===== config.mk =====
export PLATFORM = sky130hd
export DESIGN_NAME = serial_adder_ctrl_flat
export DESIGN_NICKNAME = d
export VERILOG_FILES = /design/src/rtl/serial_adder_pkg.sv /design/src/rtl/serial_adder_ctrl_if.sv /design/src/rtl/serial_adder_ctrl_full_adder.sv /design/src/rtl/serial_adder_ctrl.sv /design/src/flat_wrapper.sv
export SDC_FILE = /design/constraint.sdc
export NUM_CORES = 1
export LEC_CHECK = 0
export BUFFER_PORTS_ARGS = -buffer_cell sky130_fd_sc_hd__buf_2
export CAP_MARGIN = 10
export CORE_MARGIN = 1
export CORE_UTILIZATION = 50
export CTS_CLUSTER_DIAMETER = 100
export DETAILED_ROUTE_END_ITERATION = 10
export PLACE_DENSITY = 0.79
export SETUP_SLACK_MARGIN = 0.05
export SKIP_LAST_GASP = 1
export SLEW_MARGIN = 20
export SYNTH_ARGS = -nofsm -noshare
export SYNTH_HDL_FRONTEND = slang
export SYNTH_SLANG_ARGS = --single-unit

===== constraint.sdc =====
create_clock -name clk -period 2 [get_ports clk]
set_input_delay 0.2 -clock clk [delete_from_list [all_inputs] [get_ports clk]]
set_output_delay 0.2 -clock clk [all_outputs]
set_load 0.005 [all_outputs]

===== src/rtl/serial_adder_pkg.sv =====
// Shared definitions for the bit-serial add/subtract engine: FSM encodings
// and the counter-width helper.
package serial_adder_pkg;

    localparam logic [1:0] ST_IDLE  = 2'd0;
    localparam logic [1:0] ST_SHIFT = 2'd1;
    localparam logic [1:0] ST_DONE  = 2'd2;

    // Number of bits needed to count 0..value-1 (returns 0 for value <= 1).
    function automatic int clog2(input int value);
        int r;
        int v;
        r = 0;
        v = value - 1;
        while (v > 0) begin
            r = r + 1;
            v = v >> 1;
        end
        return r;
    endfunction

endpackage


===== src/rtl/serial_adder_ctrl_if.sv =====
// Operand and result handshakes of the serial adder.
// The producer/consumer side uses the master modport, and the engine uses slave.
interface serial_adder_ctrl_if #(
    parameter int WIDTH = 8
);
    logic             in_valid;
    logic             in_ready;
    logic [WIDTH-1:0] in_a;
    logic [WIDTH-1:0] in_b;
    logic             in_sub;
    logic             out_valid;
    logic             out_ready;
    logic [WIDTH-1:0] out_sum;
    logic             out_cout;
    logic             out_ovf;
    logic             busy;

    modport master (
        output in_valid, in_a, in_b, in_sub, out_ready,
        input  in_ready, out_valid, out_sum, out_cout, out_ovf, busy
    );

    modport slave (
        input  in_valid, in_a, in_b, in_sub, out_ready,
        output in_ready, out_valid, out_sum, out_cout, out_ovf, busy
    );
endinterface


===== src/rtl/serial_adder_ctrl_full_adder.sv =====
// Single-bit full adder cell. This is the only arithmetic element in the
// serial engine.
module full_adder (
    input  logic a,
    input  logic b,
    input  logic cin,
    output logic sum,
    output logic cout
);
    assign sum  = a ^ b ^ cin;
    assign cout = (a & b) | (a & cin) | (b & cin);
endmodule


===== src/rtl/serial_adder_ctrl.sv =====
// Bit-serial add/subtract engine. It feeds the operands LSB-first through one
// full_adder and keeps the carry in a flop between bits. Subtraction is done
// as A + ~B + 1: B is inverted at load and the carry is preset to 1.
module serial_adder_ctrl
    import serial_adder_pkg::*;
#(
    parameter int WIDTH = 8
) (
    input  logic              clk,
    input  logic              rst_n,
    serial_adder_ctrl_if.slave bus
);
    localparam int CNT_W = (clog2(WIDTH) < 1) ? 1 : clog2(WIDTH);
    localparam logic [CNT_W-1:0] CNT_LAST = CNT_W'(WIDTH - 1);

    logic [1:0]       state;
    logic [WIDTH-1:0] a_sh;
    logic [WIDTH-1:0] b_sh;
    logic [WIDTH-1:0] res_sh;
    logic             carry;
    logic             ovf;
    logic [CNT_W-1:0] cnt;
    logic             fa_sum;
    logic             fa_cout;

    full_adder u_fa (
        .a    (a_sh[0]),
        .b    (b_sh[0]),
        .cin  (carry),
        .sum  (fa_sum),
        .cout (fa_cout)
    );

    // FSM and serial datapath: load on accept, one bit per SHIFT cycle, hold in DONE.
    // NOTE: every register here uses <= so all flops sample pre-edge values;
    // a blocking '=' would let the shifted a_sh/b_sh leak into the same edge.
    always_ff @(posedge clk or negedge rst_n) begin
        if (!rst_n) begin
            state  <= ST_IDLE;
            a_sh   <= '0;
            b_sh   <= '0;
            res_sh <= '0;
            carry  <= 1'b0;
            ovf    <= 1'b0;
            cnt    <= '0;
        end else begin
            case (state)
                ST_IDLE: begin
                    if (bus.in_valid) begin
                        a_sh  <= bus.in_a;
                        b_sh  <= bus.in_sub ? ~bus.in_b : bus.in_b;
                        carry <= bus.in_sub;
                        cnt   <= '0;
                        state <= ST_SHIFT;
                    end
                end
                ST_SHIFT: begin
                    a_sh   <= a_sh >> 1;
                    b_sh   <= b_sh >> 1;
                    res_sh <= {fa_sum, res_sh[WIDTH-1:1]};
                    carry  <= fa_cout;
                    cnt    <= cnt + 1'b1;
                    if (cnt == CNT_LAST) begin
                        // The MSB overflows when its carry-in differs from its carry-out.
                        ovf   <= carry ^ fa_cout;
                        state <= ST_DONE;
                    end
                end
                ST_DONE: begin
                    if (bus.out_ready) begin
                        state <= ST_IDLE;
                    end
                end
                default: begin
                    state <= ST_IDLE;
                end
            endcase
        end
    end

    // Handshake and status outputs are decoded directly from the state.
    // in_ready is also gated by rst_n, so it stays low while reset is asserted.
    assign bus.in_ready  = rst_n && (state == ST_IDLE);
    assign bus.out_valid = (state == ST_DONE);
    assign bus.busy      = (state == ST_SHIFT);
    assign bus.out_sum   = res_sh;
    assign bus.out_cout  = carry;
    assign bus.out_ovf   = ovf;
endmodule


===== src/flat_wrapper.sv =====
// flat-port wrapper written by rule: the top's interface ports become plain ports
module serial_adder_ctrl_flat import serial_adder_pkg::*;
#(
    parameter int WIDTH = 8
)
  (clk, rst_n, bus_in_valid, bus_in_a, bus_in_b, bus_in_sub, bus_out_ready, bus_in_ready, bus_out_valid, bus_out_sum, bus_out_cout, bus_out_ovf, bus_busy);
  serial_adder_ctrl_if #(.WIDTH(WIDTH)) bus_i ();
  input  logic clk;
  input  logic rst_n;
  input wire logic [$bits(bus_i.in_valid)-1:0] bus_in_valid;
  input wire logic [$bits(bus_i.in_a)-1:0] bus_in_a;
  input wire logic [$bits(bus_i.in_b)-1:0] bus_in_b;
  input wire logic [$bits(bus_i.in_sub)-1:0] bus_in_sub;
  input wire logic [$bits(bus_i.out_ready)-1:0] bus_out_ready;
  output wire logic [$bits(bus_i.in_ready)-1:0] bus_in_ready;
  output wire logic [$bits(bus_i.out_valid)-1:0] bus_out_valid;
  output wire logic [$bits(bus_i.out_sum)-1:0] bus_out_sum;
  output wire logic [$bits(bus_i.out_cout)-1:0] bus_out_cout;
  output wire logic [$bits(bus_i.out_ovf)-1:0] bus_out_ovf;
  output wire logic [$bits(bus_i.busy)-1:0] bus_busy;
  assign bus_i.in_valid = bus_in_valid;
  assign bus_i.in_a = bus_in_a;
  assign bus_i.in_b = bus_in_b;
  assign bus_i.in_sub = bus_in_sub;
  assign bus_i.out_ready = bus_out_ready;
  assign bus_in_ready = bus_i.in_ready;
  assign bus_out_valid = bus_i.out_valid;
  assign bus_out_sum = bus_i.out_sum;
  assign bus_out_cout = bus_i.out_cout;
  assign bus_out_ovf = bus_i.out_ovf;
  assign bus_busy = bus_i.busy;
  serial_adder_ctrl #(.WIDTH(WIDTH)) u_core (.clk(clk), .rst_n(rst_n), .bus(bus_i));
endmodule

======== Word-level counts from Yosys, hierarchy flattened ========
Cells that the tools add are included.
cells by class
  muxes and demuxes ....................... 13
  reduce and logical (&&, ||, !) cells .... 6
  shifts and indexed selects .............. 0
  bitwise logic cells ..................... 9
  add/sub/neg operators ................... 1
  eq/ne operators ......................... 6
  multipliers ............................. 0
  order comparisons ....................... 0
  divide/modulo/power cells ............... 0
operators by type and width
  kind                                                                     count
  8-bit one-hot mux with 2 select lines                                    2
  8-bit 2-to-1 mux                                                         3
  8-bit inverter                                                           1
  2-bit 2-to-1 mux                                                         3
  2-bit one-hot mux with 3 select lines                                    1
  3-bit one-hot mux with 2 select lines                                    1
  2-bit inequality test, second input constant                             2
  2-bit AND reduction                                                      2
  3-bit by 1-bit adder with 3-bit output, second input constant            1
  1-bit bitwise AND                                                        3
  3-bit equality test, second input constant                               1
  3-bit 2-to-1 mux                                                         1
  3-bit AND reduction                                                      1
  1-bit XOR                                                                3
  2-bit by 1-bit equality test with 1-bit output, second input constant    1
  2-bit equality test, second input constant                               1
  2-bit logical NOT                                                        1
  2-bit by 1-bit inequality test with 1-bit output, second input constant  1
  1-bit OR                                                                 2
  1-bit one-hot mux with 2 select lines                                    1
  2-bit nonzero test                                                       1
  1-bit logical AND                                                        1
  1-bit 2-to-1 mux                                                         1
word-level totals
  output and inout port bits .............. 13
  word-level logic and storage cells ...... 42
  RAM bits ................................ 0
  input port bits ......................... 21
  latch bits .............................. 0
  ROM bits ................................ 0
  memories ................................ 0
  bits in registers ....................... 31

======== Longest topological paths before layout ========
  depth in word-level cells ............... 4
  depth in mapped cells ................... 5
  gate-level depth less buffers ........... 5

======== Modules after synthesis ========
Synthesis repeated with hierarchy kept, for this count alone.
unflattened totals
  cell total of the unflattened synthesis .. 144
  area total of the unflattened synthesis .. 1457.6 µm²
modules (own cells, without submodules)
  module             cells an instance  seq. area each (µm²)  area an instance (µm²)  instances
  serial_adder_ctrl  143                775.7                 1437.6                  1
  full_adder         1                  0.0                   20.0                    1

======== Least setup slack after synthesis ========
No wires, ideal clock.
  kind .................................... reg2reg
  start ................................... reg u_core.carry, in the netlist u_core.bus.out_cout
  end ..................................... reg u_core.res_sh[7], in the netlist u_core.bus.out_sum[7]
  buffers on the path ..................... 0
  cell stages (with the launch flop) ...... 3
  data required time ...................... 1875 ps
  data arrival time ....................... 1148 ps
  path slack .............................. 727 ps
  clock period less this slack ............ 1273 ps
  library setup time ...................... 125 ps
  cell sequence ........................... dfrtp_1 fa_1 mux2_4
between the ends
  cells in the longest elaborated chain, start to end .. 1
RTL lines
  what                     RTL line                            source
  from (decl)              serial_adder_ctrl.sv:20             logic carry;
  from (signal assigned)   serial_adder_ctrl.sv:52             carry <= bus.in_sub;
  from (signal assigned)   serial_adder_ctrl.sv:61             carry <= fa_cout;
  1-bit XOR                serial_adder_ctrl_full_adder.sv:10  assign sum = a ^ b ^ cin;
  named net u_core.fa_sum  serial_adder_ctrl.sv:23             logic fa_sum;
  to (signal assigned)     serial_adder_ctrl.sv:60             res_sh <= {fa_sum, res_sh[WIDTH-1:1]};
  to (decl)                serial_adder_ctrl.sv:19             logic [WIDTH-1:0] res_sh;
The timed path passes the listed nets, and every way through them passes these cells.
A chain may end at the register's enable or synchronous reset.

======== Final worst setup path ========
  start ................................... reg u_core.state[1]
  end ..................................... out bus_busy
between the ends
  cells in the longest elaborated chain, start to end .. 1
RTL lines
  what                                            RTL line                 source
  from (decl)                                     serial_adder_ctrl.sv:16  logic [1:0] state;
  from (signal assigned)                          serial_adder_ctrl.sv:39  state <= ST_IDLE;
  from (signal assigned)                          serial_adder_ctrl.sv:54  state <= ST_SHIFT;
  from (signal assigned)                          serial_adder_ctrl.sv:66  state <= ST_DONE;
  2-bit by 1-bit equality test with 1-bit output  serial_adder_ctrl.sv:85  assign bus.busy = (state == ST_SHIFT);
  to (decl)                                       flat_wrapper.sv:20       output wire logic [$bits(bus_i.busy)-1:0] bus_busy;
Every way passes these cells.

==> impl_metrics.csv <==
group,metric,value,unit
status,outcome,"finished, final reports clean",
synthesis,yosysSeqAreaShare,48.7,%
synthesis,syn_avg_cell_area,11.5,um2
layout,multi_input_comb_area,727,um2
synthesis,netlist_area,1590,um2
floorplanning,ios,34,
critical_path,worst-path-buf-inv,2,
place,hpwl,2.21,mm
cts,post-cts-setup-buffer-count,0,
layout,drive_gt1_share,37.4,%
floorplanning,design.die.area,3420,um2
hold_path,hp-class,"primary input to flip-flop",
layout,num-fill-cells,253,
routing,drcViolationCount,0,
critical_path,slowest_delay,500,ps
cts,cts-root-buf,"clkbuf_4",
layout,final_common_cell,"buf_2",
pwr,p_leak,0.869,nW
routing,viasPerCell,5.39,
global_route,grt_pass1_vias,1162,
routing,wl,3.06,mm
critical_path,r2r_start,"u_core.state[1]$_DFFE_PN0P_",
layout,fin_cells,218,
synthesis,synth_edf_count,0,
floorplanning,die_y,58.4,um
cts,clkTransAtPathRegs,100,ps
global_route,antenna_found_initial,0,
sta,rsz0062_at_grt,"no",
cts,htreeDepth,2,
place,io_buffers,33,
synthesis,synthArstFlopShare,100,%
pwr,ir_drop,0.000695,V
routing,drtIter0Drc,60,
cts,cts_resized,0,
sta,fmax,0.574,GHz
layout,fin_nets,197,
critical_path,worstPathCellList,"nor2b_2 > buf_12 > buf_2",
layout,antenna_cells,0,
sta,min_period,1740,ps
sta,min_period_over_period,87.2,%
pwr,pwr-share-comb,40.6,%
synthesis,synth_warnings,0,
routing,avgRoutedWirePerCell,14.0,um
routing,antenna_left,0,
critical_path,crit_slowest_cell,"dfrtp_1",
cts,worstSkewPairLatency,320,ps
pwr,switchingPower,0.891,mW
sta,finalSetupViolCount,0,
place,dp_cells,209,
routing,wl_met2,1.56,mm
global_route,grtUsageTotal,20.9,%
global_route,grt_overflow,0,
routing,dr.pass1.iters,4,
sta,hold_viol_final,0,
synthesis,syn-num-nets,162,
pwr,p_seq_share,40.5,%
synthesis,synth-seq-cells,31,
flow_run,max-cap-violations,0,
sta,fin_worst_skew,10.1,ps
pwr,finalPower,2.68,mW
critical_path,cp_max_fo,18,
place,routabilityCongestion,0.742,
synthesis,yosysUniqueCellTypes,28,
layout,regArea,776,um2
critical_path,critPathCaptureType,"output pin",
critical_path,worstSetupStartpoint,"u_core.state[1]$_DFFE_PN0P_",
floorplanning,die_width,58.4,um
routing,num_vias,1175,
critical_path,crit_path_start_kind,"flip-flop",
critical_path,arrival,1540,ps
sta,setup_tns,0,ps
floorplanning,rows,20,
critical_path,worst_ep_required_time,1800,ps
layout,layout_common_cells,"buf_2, dfrtp_1, nand2_1",
routing,wl_met3,112,um
synthesis,netlist_instances,138,
routing,drt-met1-wl,1.34,mm
synthesis,synthFlopType,"dfrtp_1",
cts,cts_made_buffers,5,
critical_path,crit_family,"flip-flops",
global_route,grt_pass1_wl,5.34,mm
global_route,grt_max_degree,32,
sta,final-max-slew-violation-count,0,
pwr,switching_share,33.2,%
cts,cts.path.max_buffers,2,
floorplanning,core-area,3030,um2
critical_path,worstSetupPathType,"flip-flop to output pin",
pwr,p_int,1.79,mW
hold_path,holdCritStartpoint,"bus_in_a[5]",
sta,max-slew-margin-rel,73.4,%
floorplanning,start_util,52.6,%
sta,worstMarginPinSlew,397,ps
cts,clock_sinks,31,
pwr,power_frac_clock,18.9,%
routing,top_layer,"met4",
pwr,power_density,1430,nW/um2
layout,syn2layout_area_growth,17.8,%
cts,cts_tree,"done",
-- cells in the mapped netlist, types with 3 or more instances --
cell      count  area share (%)
o21ai_0       5             1.6
nor2b_1      12             4.7
o21ai_1       5             1.6
buf_6         3             2.1
a21oi_1      10             3.1
dfrtp_1      31              49
mux2_2        5             3.5
o221ai_2      6             5.7
mux2_4        4             3.8
xnor2_1       9             4.9
a22o_1        3             1.6
nand2_1      15             3.5
buf_2         4             1.3
a22oi_1       9             4.2
-- worst min-delay path: cells and delay by family --
kind	cells	cell delay [ps]
buf+inv	1	80
compound gates	2	150
-- routing by layer --
| layer | vias up | GRT usage, % |
|---|---|---|
| met2 | 29 | 34.6 |
| met5 | - | 0 |
| met3 | 6 | 4.84 |
| met1 | 583 | 26.8 |
| li1 | 557 | - |
| met4 | 0 | 8.16 |
-- registers in the layout, summed over array words and instances, names as in the netlist --
name / count
u_core.a_sh: 8
u_core.b_sh: 8
u_core.bus.out_cout: 1
u_core.bus.out_ovf: 1
u_core.bus.out_sum: 8
u_core.cnt: 3
u_core.state: 2
-- layout make-up --
class | instances | share of cell area, %
tap | 44 | 2.93
clock inverter | 2 | 1.87
sequential | 31 | 41.3
inverter | 2 | 0.400
multi-input combinational | 94 | 38.7
timing repair buffer | 39 | 12.0
clock buffer | 6 | 2.73
-- final timing paths --
kind	end	slack, ps	depth (start not counted)
hold / removal	u_core.a_sh[5]$_DFFE_PN0P_	130	3
setup / recovery	bus_busy	260	3
max in group asynchronous	u_core.state[0]$_DFFE_PN0P_	1260	3
setup reg to reg	u_core.bus.out_sum[0]$_DFFE_PN0P_	450	3
min in group asynchronous	u_core.bus.out_sum[7]$_DFFE_PN0P_	450	3
hold reg to reg	u_core.b_sh[3]$_DFFE_PN0P_	500	2
-- power groups by stage --
stage / clock network [mW] / logic (mW) / registers (mW)
after detailed placement: 0 / 1.10 / 1.10
after floorplan: 0 / 0.852 / 1.06
after CTS: 0.521 / 1.11 / 1.09
after global placement: 0 / 1.06 / 1.08
after global routing: 0.550 / 1.21 / 1.13
final: 0.507 / 1.09 / 1.09
-- cell families (layout without fill, tap and decap cells) --
group | after synthesis | count (layout) | share of synthesized area (%)
flip-flops | 31 | 31 | 48.7
adder cells (fa/ha/maj) | 3 | 3 | 2.83
XOR/XNOR | 9 | 9 | 4.95
multiplexers | 10 | 10 | 7.93
buffers and inverters | 13 | 49 | 5.81
AND/OR/NAND/NOR | 31 | 31 | 10.1
AO/OA/AOI/OAI | 41 | 41 | 19.7
-- timing repair --
action / in CTS / in global routing
setup endpoints to repair: 0 / 0
hold endpoints to repair: 31 / 0
hold buffers: 1 / 0
-- metrics by stage --
step                      cell area [um2]  setup WS [ps]  util, %  hold WS (ps)
after floorplan                      1590            727        -         -95.6
after global placement               1780            527     58.8           268
after detailed placement             1780            472     58.8           274
after CTS                            1880            246     62.0           129
after global routing                 1880            166     62.0           124
final                                1880            256     62.0           135
Note: power is estimated with default switching activity, not from simulation.
